## config.mk

```make
export PLATFORM = sky130hd
export DESIGN_NAME = tlc_phase_scheduler
export DESIGN_NICKNAME = d
export VERILOG_FILES = /design/src/rtl/tlc_pkg.sv /design/src/rtl/tlc_rr_picker.sv /design/src/rtl/tlc_phase_scheduler.sv
export SDC_FILE = /design/constraint.sdc
export NUM_CORES = 1
export LEC_CHECK = 0
export CORE_UTILIZATION = 54
export CTS_CLUSTER_SIZE = 16
export DETAILED_ROUTE_END_ITERATION = 16
export PLACE_DENSITY_LB_ADDON = 0.05
export SETUP_SLACK_MARGIN = 0.02
export SLEW_MARGIN = 40
export SYNTH_ARGS = -nofsm -noshare
export SYNTH_HDL_FRONTEND = slang
export SYNTH_SLANG_ARGS = --single-unit
```

## constraint.sdc

```tcl
create_clock -name clk -period 2.86 [get_ports clk]
set_input_delay 0.858 -clock clk [delete_from_list [all_inputs] [get_ports clk]]
set_output_delay 0.858 -clock clk [all_outputs]
set_load 0.005 [all_outputs]
```

## src/rtl/tlc_pkg.sv

```systemverilog
// Shared types and constants for the four-way traffic-light phase scheduler.
package tlc_pkg;

  localparam logic [1:0] LightRed    = 2'b00;
  localparam logic [1:0] LightYellow = 2'b01;
  localparam logic [1:0] LightGreen  = 2'b10;

  localparam logic [1:0] DirNorth = 2'd0;
  localparam logic [1:0] DirEast  = 2'd1;
  localparam logic [1:0] DirSouth = 2'd2;
  localparam logic [1:0] DirWest  = 2'd3;

  typedef enum logic [1:0] {
    StAllRed,
    StGreen,
    StYellow,
    StEmergGreen
  } state_e;

endpackage

```

## src/rtl/tlc_rr_picker.sv

```systemverilog
// Next-owner selection: fixed-priority emergency pick, else round-robin over requests.
module tlc_rr_picker
  import tlc_pkg::*;
(
  input  logic [3:0] req,
  input  logic [3:0] emergency,
  input  logic [1:0] last_served,
  output logic [1:0] sel_dir,
  output logic       sel_valid,
  output logic       sel_emerg
);

  always_comb begin
    sel_dir   = DirNorth;
    sel_valid = 1'b0;
    sel_emerg = 1'b0;
    if (|emergency) begin
      sel_valid = 1'b1;
      sel_emerg = 1'b1;
      if (emergency[DirNorth])     sel_dir = DirNorth;
      else if (emergency[DirEast]) sel_dir = DirEast;
      else if (emergency[DirSouth]) sel_dir = DirSouth;
      else                         sel_dir = DirWest;
    end else begin
      // Walk offsets 4..1 so the smallest offset from last_served wins; offset 4 is itself.
      for (int i = 4; i >= 1; i--) begin
        if (req[2'(last_served + 2'(i))]) begin
          sel_dir   = 2'(last_served + 2'(i));
          sel_valid = 1'b1;
        end
      end
    end
  end

endmodule

```

## src/rtl/tlc_phase_scheduler.sv

```systemverilog
// Four-way traffic-light phase FSM with min/max green, yellow and all-red clearance, and
// emergency preemption. All outputs come straight from flops.
module tlc_phase_scheduler
  import tlc_pkg::*;
#(
  parameter int unsigned MIN_GREEN = 8,
  parameter int unsigned MAX_GREEN = 32,
  parameter int unsigned YELLOW_T  = 4,
  parameter int unsigned ALLRED_T  = 2
) (
  input  logic       clk,
  input  logic       rst_n,
  input  logic [3:0] req,
  input  logic [3:0] emergency,
  output logic [1:0] North_r,
  output logic [1:0] East_r,
  output logic [1:0] South_r,
  output logic [1:0] West_r,
  output logic [1:0] green_dir,
  output logic       green_valid,
  output logic       emerg_active
);

  state_e          state_q, state_d;
  logic [7:0]      cnt_q, cnt_d;
  logic [1:0]      dir_q, dir_d;
  logic [1:0]      last_q, last_d;
  logic [3:0][1:0] lights_q, lights_d;
  logic            valid_q, emerg_q;

  logic [1:0] sel_dir;
  logic       sel_valid, sel_emerg;
  logic       others_req;

  tlc_rr_picker u_picker (
    .req         (req),
    .emergency   (emergency),
    .last_served (last_q),
    .sel_dir     (sel_dir),
    .sel_valid   (sel_valid),
    .sel_emerg   (sel_emerg)
  );

  assign others_req = |(req & ~(4'b0001 << dir_q));

  always_comb begin
    state_d = state_q;
    cnt_d   = cnt_q;
    dir_d   = dir_q;
    last_d  = last_q;
    unique case (state_q)
      StAllRed: begin
        if (cnt_q > 8'd1) begin
          cnt_d = cnt_q - 8'd1;
        end else if (sel_valid) begin
          dir_d   = sel_dir;
          last_d  = sel_dir;
          cnt_d   = 8'd1;
          state_d = sel_emerg ? StEmergGreen : StGreen;
        end
      end
      StGreen: begin
        // Counts elapsed green cycles, saturating so a resting green never wraps.
        if (cnt_q != 8'hff) cnt_d = cnt_q + 8'd1;
        if (emergency[dir_q]) begin
          state_d = StEmergGreen;
          cnt_d   = 8'd1;
        end else if ((|emergency) ||
                     (others_req && ((cnt_q >= 8'(MIN_GREEN)) || (cnt_q >= 8'(MAX_GREEN))))) begin
          state_d = StYellow;
          cnt_d   = 8'(YELLOW_T);
        end
      end
      StYellow: begin
        if (cnt_q > 8'd1) begin
          cnt_d = cnt_q - 8'd1;
        end else begin
          state_d = StAllRed;
          cnt_d   = 8'(ALLRED_T);
        end
      end
      StEmergGreen: begin
        if (!emergency[dir_q]) begin
          state_d = StYellow;
          cnt_d   = 8'(YELLOW_T);
        end
      end
      default: begin
        state_d = StAllRed;
        cnt_d   = 8'(ALLRED_T);
      end
    endcase
  end

  always_comb begin
    lights_d = {4{LightRed}};
    if (state_d == StGreen || state_d == StEmergGreen) lights_d[dir_d] = LightGreen;
    else if (state_d == StYellow)                      lights_d[dir_d] = LightYellow;
  end

  always_ff @(posedge clk or negedge rst_n) begin
    if (!rst_n) begin
      state_q  <= StAllRed;
      cnt_q    <= 8'(ALLRED_T);
      dir_q    <= DirNorth;
      last_q   <= DirWest;
      lights_q <= {4{LightRed}};
      valid_q  <= 1'b0;
      emerg_q  <= 1'b0;
    end else begin
      state_q  <= state_d;
      cnt_q    <= cnt_d;
      dir_q    <= dir_d;
      last_q   <= last_d;
      lights_q <= lights_d;
      valid_q  <= (state_d != StAllRed);
      emerg_q  <= (state_d == StEmergGreen);
    end
  end

  assign North_r      = lights_q[DirNorth];
  assign East_r       = lights_q[DirEast];
  assign South_r      = lights_q[DirSouth];
  assign West_r       = lights_q[DirWest];
  assign green_dir    = dir_q;
  assign green_valid  = valid_q;
  assign emerg_active = emerg_q;

endmodule

```

==> impl_summary.md <==
Finish
Summing all multi-input logic gate instances after layout gives 887 sq um. The layout has 220 filler cells. The number of antenna diodes is 0. The sequential cells in the finished layout cover a total of 604 sq um.

The layout net count is 223. The area growth from synthesis to layout is 26.7%. After routing the design area is roughly 2000 sq um.

Of the cells placed in the final design, the portion with a size suffix greater than 1 is 0.192.

Logic synthesis
The multiplexer fraction of the synthesized cell area is 0.0390. Of the total synthesized cell area, the portion taken by full adders, half adders and majority gates is 0.0318. The area fraction in compound gates after synthesis is 0.247.

The parity-gate share of the synthesized area counting xor and xnor cells is 0. Of the total synthesized cell area, the portion taken by AND, OR, NAND and NOR gates is 0.246. Ranked by instance count, the synthesized netlist is headed by sky130_fd_sc_hd__dfrtp_1 (21), sky130_fd_sc_hd__nor2_1 (19), sky130_fd_sc_hd__inv_1 (10).

The post-synthesis area per instance is approximately 9.4 sq um. In the synthesized netlist the async set-or-reset flop fraction comes to 1.00. In the synthesized netlist the dominant register cell turns out to be sky130_fd_sc_hd__dfrtp_1.

By area the synthesized netlist is led by sky130_fd_sc_hd__dfrtp_1 (33%), sky130_fd_sc_hd__dfstp_2 (5.0%), sky130_fd_sc_hd__nor2_1 (4.5%), sky130_fd_sc_hd__a31oi_1 (3.2%), sky130_fd_sc_hd__ha_1 (3.2%). The largest family of logic cells by synthesized area is compound AO/OA/AOI/OAI gates. During synthesis, Yosys emitted a total of 0 warnings.

For this run, the register share of the synthesized area comes to 0.384. The area share of the leading cell type in the synthesized netlist is 0.334. The total of flip-flops plus latches after synthesis is 24.

The mapped netlist covers 1570 sq um. The net count after synthesis is 182. Yosys instantiated no cell more often than sky130_fd_sc_hd__dfrtp_1. The dominant cell type by area after synthesis is sky130_fd_sc_hd__dfrtp_1.

The netlist uses 56 different library cells. The number of instances in the synthesized netlist is ~170. The number of enable-type register cells in the synthesized netlist is 0.

Worst setup path
STA classifies the critical path endpoint as a flip-flop. The element type at the critical path start is an input port. The maximum fanout count along the critical path is 8. For the worst setup path, the data required time is around 3.1 ns.

The critical path is of the input port to flip-flop type. In this run the register-to-register setup slack is 0.48 ns. At the worst endpoint, the arrival time is 2.96 ns.

STA
The peak clock frequency supported by timing is 371 MHz. The final hold violation count is 0. The worst clock skew on the final layout is approximately 0.0014 ns.

The worst path in the final design needs a cycle of about 2.7 ns, including I/O delays and setup. Dividing the final minimum period by the clock period gives 0.943. The count of final max-slew check failures is 0.

The worst hold slack is ~0.53 ns. The slew at the pin closest to its max-slew limit is 0.533 ns. Setup repair after global routing left no endpoint under its margin. Setup violations remaining at the end of the flow were counted as 0.

Measured against its own limit, the worst slew margin works out to 0.642.

Floorplan
The initial utilization of the core area, before any placement, comes to 0.570. The die is 56.0 um wide. In this run the vertical extent of the chip is 56.0 um. The number of core rows is 19.

The number of top-level pins is 22. The core box area is between 2000 and 3000 sq um. The floorplan step defined a die boundary enclosing around 3100 sq um.

Min path
The class of the worst hold path is flip-flop to flip-flop.

Clocking
CTS saw 24 sinks. After clock tree synthesis, the clock-pin slew on the worst setup and hold paths is between 0.1 and 0.15 ns. The CTS tree is yes. The later pin in the worst-skew pair is clocked with a latency of 0.32 ns.

The number of clock buffers added by TritonCTS is 3. The clock passes through at most 2 buffers. Post-CTS repair changed the size of 0 cells. The number of setup buffers added after CTS is 0. The number of hold buffers added after CTS was 0. The depth of the CTS H-tree is 1. The cell at the root of the clock tree is sky130_fd_sc_hd__clkbuf_4.

Global routing
The number of antenna violations at the first check in global routing is 0. The pin count of the biggest net entering global routing is 25. The total overflow left after global routing is 0. The first-pass GRT wire length is between 6000 and 7000 um. The total global routing track utilization is 0.274. The via count of the first global-routing pass is approximately 1.5k.

Placement
The final weighted congestion of routability-driven global placement is approximately 0.9. The detailed placer's ending HPWL is roughly 3000 um. The count of buffers added on input and output ports is 21. In this run the cell area measured after placement is 1940 sq um.

Route
The detailed-route DRC error count is 0. After the first detailed-routing iteration, the DRC count stood at 125. The average vias per placed instance is roughly 6.3.

After detailed routing, the average wire length per cell comes to 16.6 um. For this run, the detailed router's first-pass iteration total came to 4. The total wire length after detailed routing is between 3000 and 4000 um.

The number of vias after detailed routing is between 1.5k and 2k. The number of nets with antenna violations after routing is 0.

Run status
The flow ran to the end, and the final reports show no timing, DRC or antenna violations.

Pwr
The static power due to leakage is around 0.9 nW. The power per standard cell area is approximately 810 nW/um^2. Across the VDD grid, the largest voltage drop is around 0.74 mV.

Overall power consumption after layout is estimated at roughly 1.6 mW.

Flow run
Max-cap violations in this run came to 0.
-- logic make-up (layout without fill, tap and decap cells) --
family	Yosys count	in the layout
compound gates	53	53
fa+ha+maj	4	4
buf+inv	17	57
flops	24	24
mux	4	4
simple gates	66	66
-- path summary, 6_finish.rpt --
path | from | to | depth (start not counted)
min in group asynchronous | rst_n | cnt_q[5] | 2
max in group asynchronous | rst_n | last_q[1] | 2
min reg2reg | last_q[1] | last_q[1] | 2
max reg2reg | cnt_q[1] | North_r[0] | 8
min | last_q[1] | last_q[1] | 2
max | emergency[0] | cnt_q[1] | 6
-- where the power goes --
| group | switching [mW] | internal, mW | total (mW) |
|---|---|---|---|
| registers | 0.195 | 0.468 | 0.664 |
| logic | 0.337 | 0.367 | 0.704 |
| clock network | 0.104 | 0.142 | 0.245 |
-- flip-flops by register name, summed over array words and instances, names as in the netlist --
signal / count
East_r: 2
North_r: 2
South_r: 2
West_r: 2
cnt_q: 8
emerg_active: 1
green_dir: 2
green_valid: 1
last_q: 2
state_q: 2
-- cells in the final DEF, fill, tap and decap left out, types with 3 or more instances in the layout --
| cell type | netlist | final |
|---|---|---|
| sky130_fd_sc_hd__inv_1 | 10 | 10 |
| sky130_fd_sc_hd__ha_1 | 4 | 4 |
| sky130_fd_sc_hd__a22oi_1 | 3 | 3 |
| sky130_fd_sc_hd__buf_4 | 0 | 21 |
| sky130_fd_sc_hd__a31oi_1 | 8 | 8 |
| sky130_fd_sc_hd__nand2b_1 | 6 | 6 |
| sky130_fd_sc_hd__nand2_1 | 4 | 4 |
| sky130_fd_sc_hd__o21a_1 | 4 | 4 |
| sky130_fd_sc_hd__a21oi_1 | 7 | 7 |
| sky130_fd_sc_hd__and2_1 | 3 | 3 |
| sky130_fd_sc_hd__clkdlybuf4s50_1 | 0 | 21 |
| sky130_fd_sc_hd__dfstp_2 | 3 | 3 |
| sky130_fd_sc_hd__o21ai_0 | 5 | 5 |
| sky130_fd_sc_hd__nor2_1 | 19 | 19 |
| sky130_fd_sc_hd__nor2b_1 | 3 | 3 |
| sky130_fd_sc_hd__dfrtp_1 | 21 | 21 |
| sky130_fd_sc_hd__and3_1 | 3 | 3 |
| sky130_fd_sc_hd__nand3_1 | 6 | 6 |
| sky130_fd_sc_hd__o211ai_1 | 3 | 3 |
| sky130_fd_sc_hd__nor3_1 | 3 | 3 |
| sky130_fd_sc_hd__clkbuf_4 | 0 | 3 |
-- metal layers --
layer  GRT usage  routed length (um)
met5           0                   0
met3      0.0442                 204
met4       0.118                  87
met2       0.480                2090
met1       0.333                1570
-- critical path, stage by stage --
cell and delay (ns):
sky130_fd_sc_hd__clkdlybuf4s50_1 0.43, sky130_fd_sc_hd__or4_4 0.54, sky130_fd_sc_hd__or3_4 0.40, sky130_fd_sc_hd__o31a_1 0.27, sky130_fd_sc_hd__and2_4 0.18, sky130_fd_sc_hd__mux2_4 0.29
-- layout make-up --
type,count,area share
well taps,31,0.0195
clock inverters,1,0.0151
clock buffers,3,0.0113
repair buffers,42,0.185
inverters,11,0.0207
multi-input cells,127,0.445
flip-flops and latches,24,0.303
-- stage by stage --
step | std cells | util | setup slack [ns] | setup TNS, ns
global placement | 235 | 0.703 | -0.155 | -1.11
CTS | 239 | 0.722 | 0.131 | 0
global route | 239 | 0.722 | 0.0531 | 0
detailed placement | 235 | 0.703 | -0.188 | -1.87
finish | 239 | 0.722 | 0.162 | 0
floorplan | 168 | - | 0.214 | 0
(Power assumes the default switching activity.)
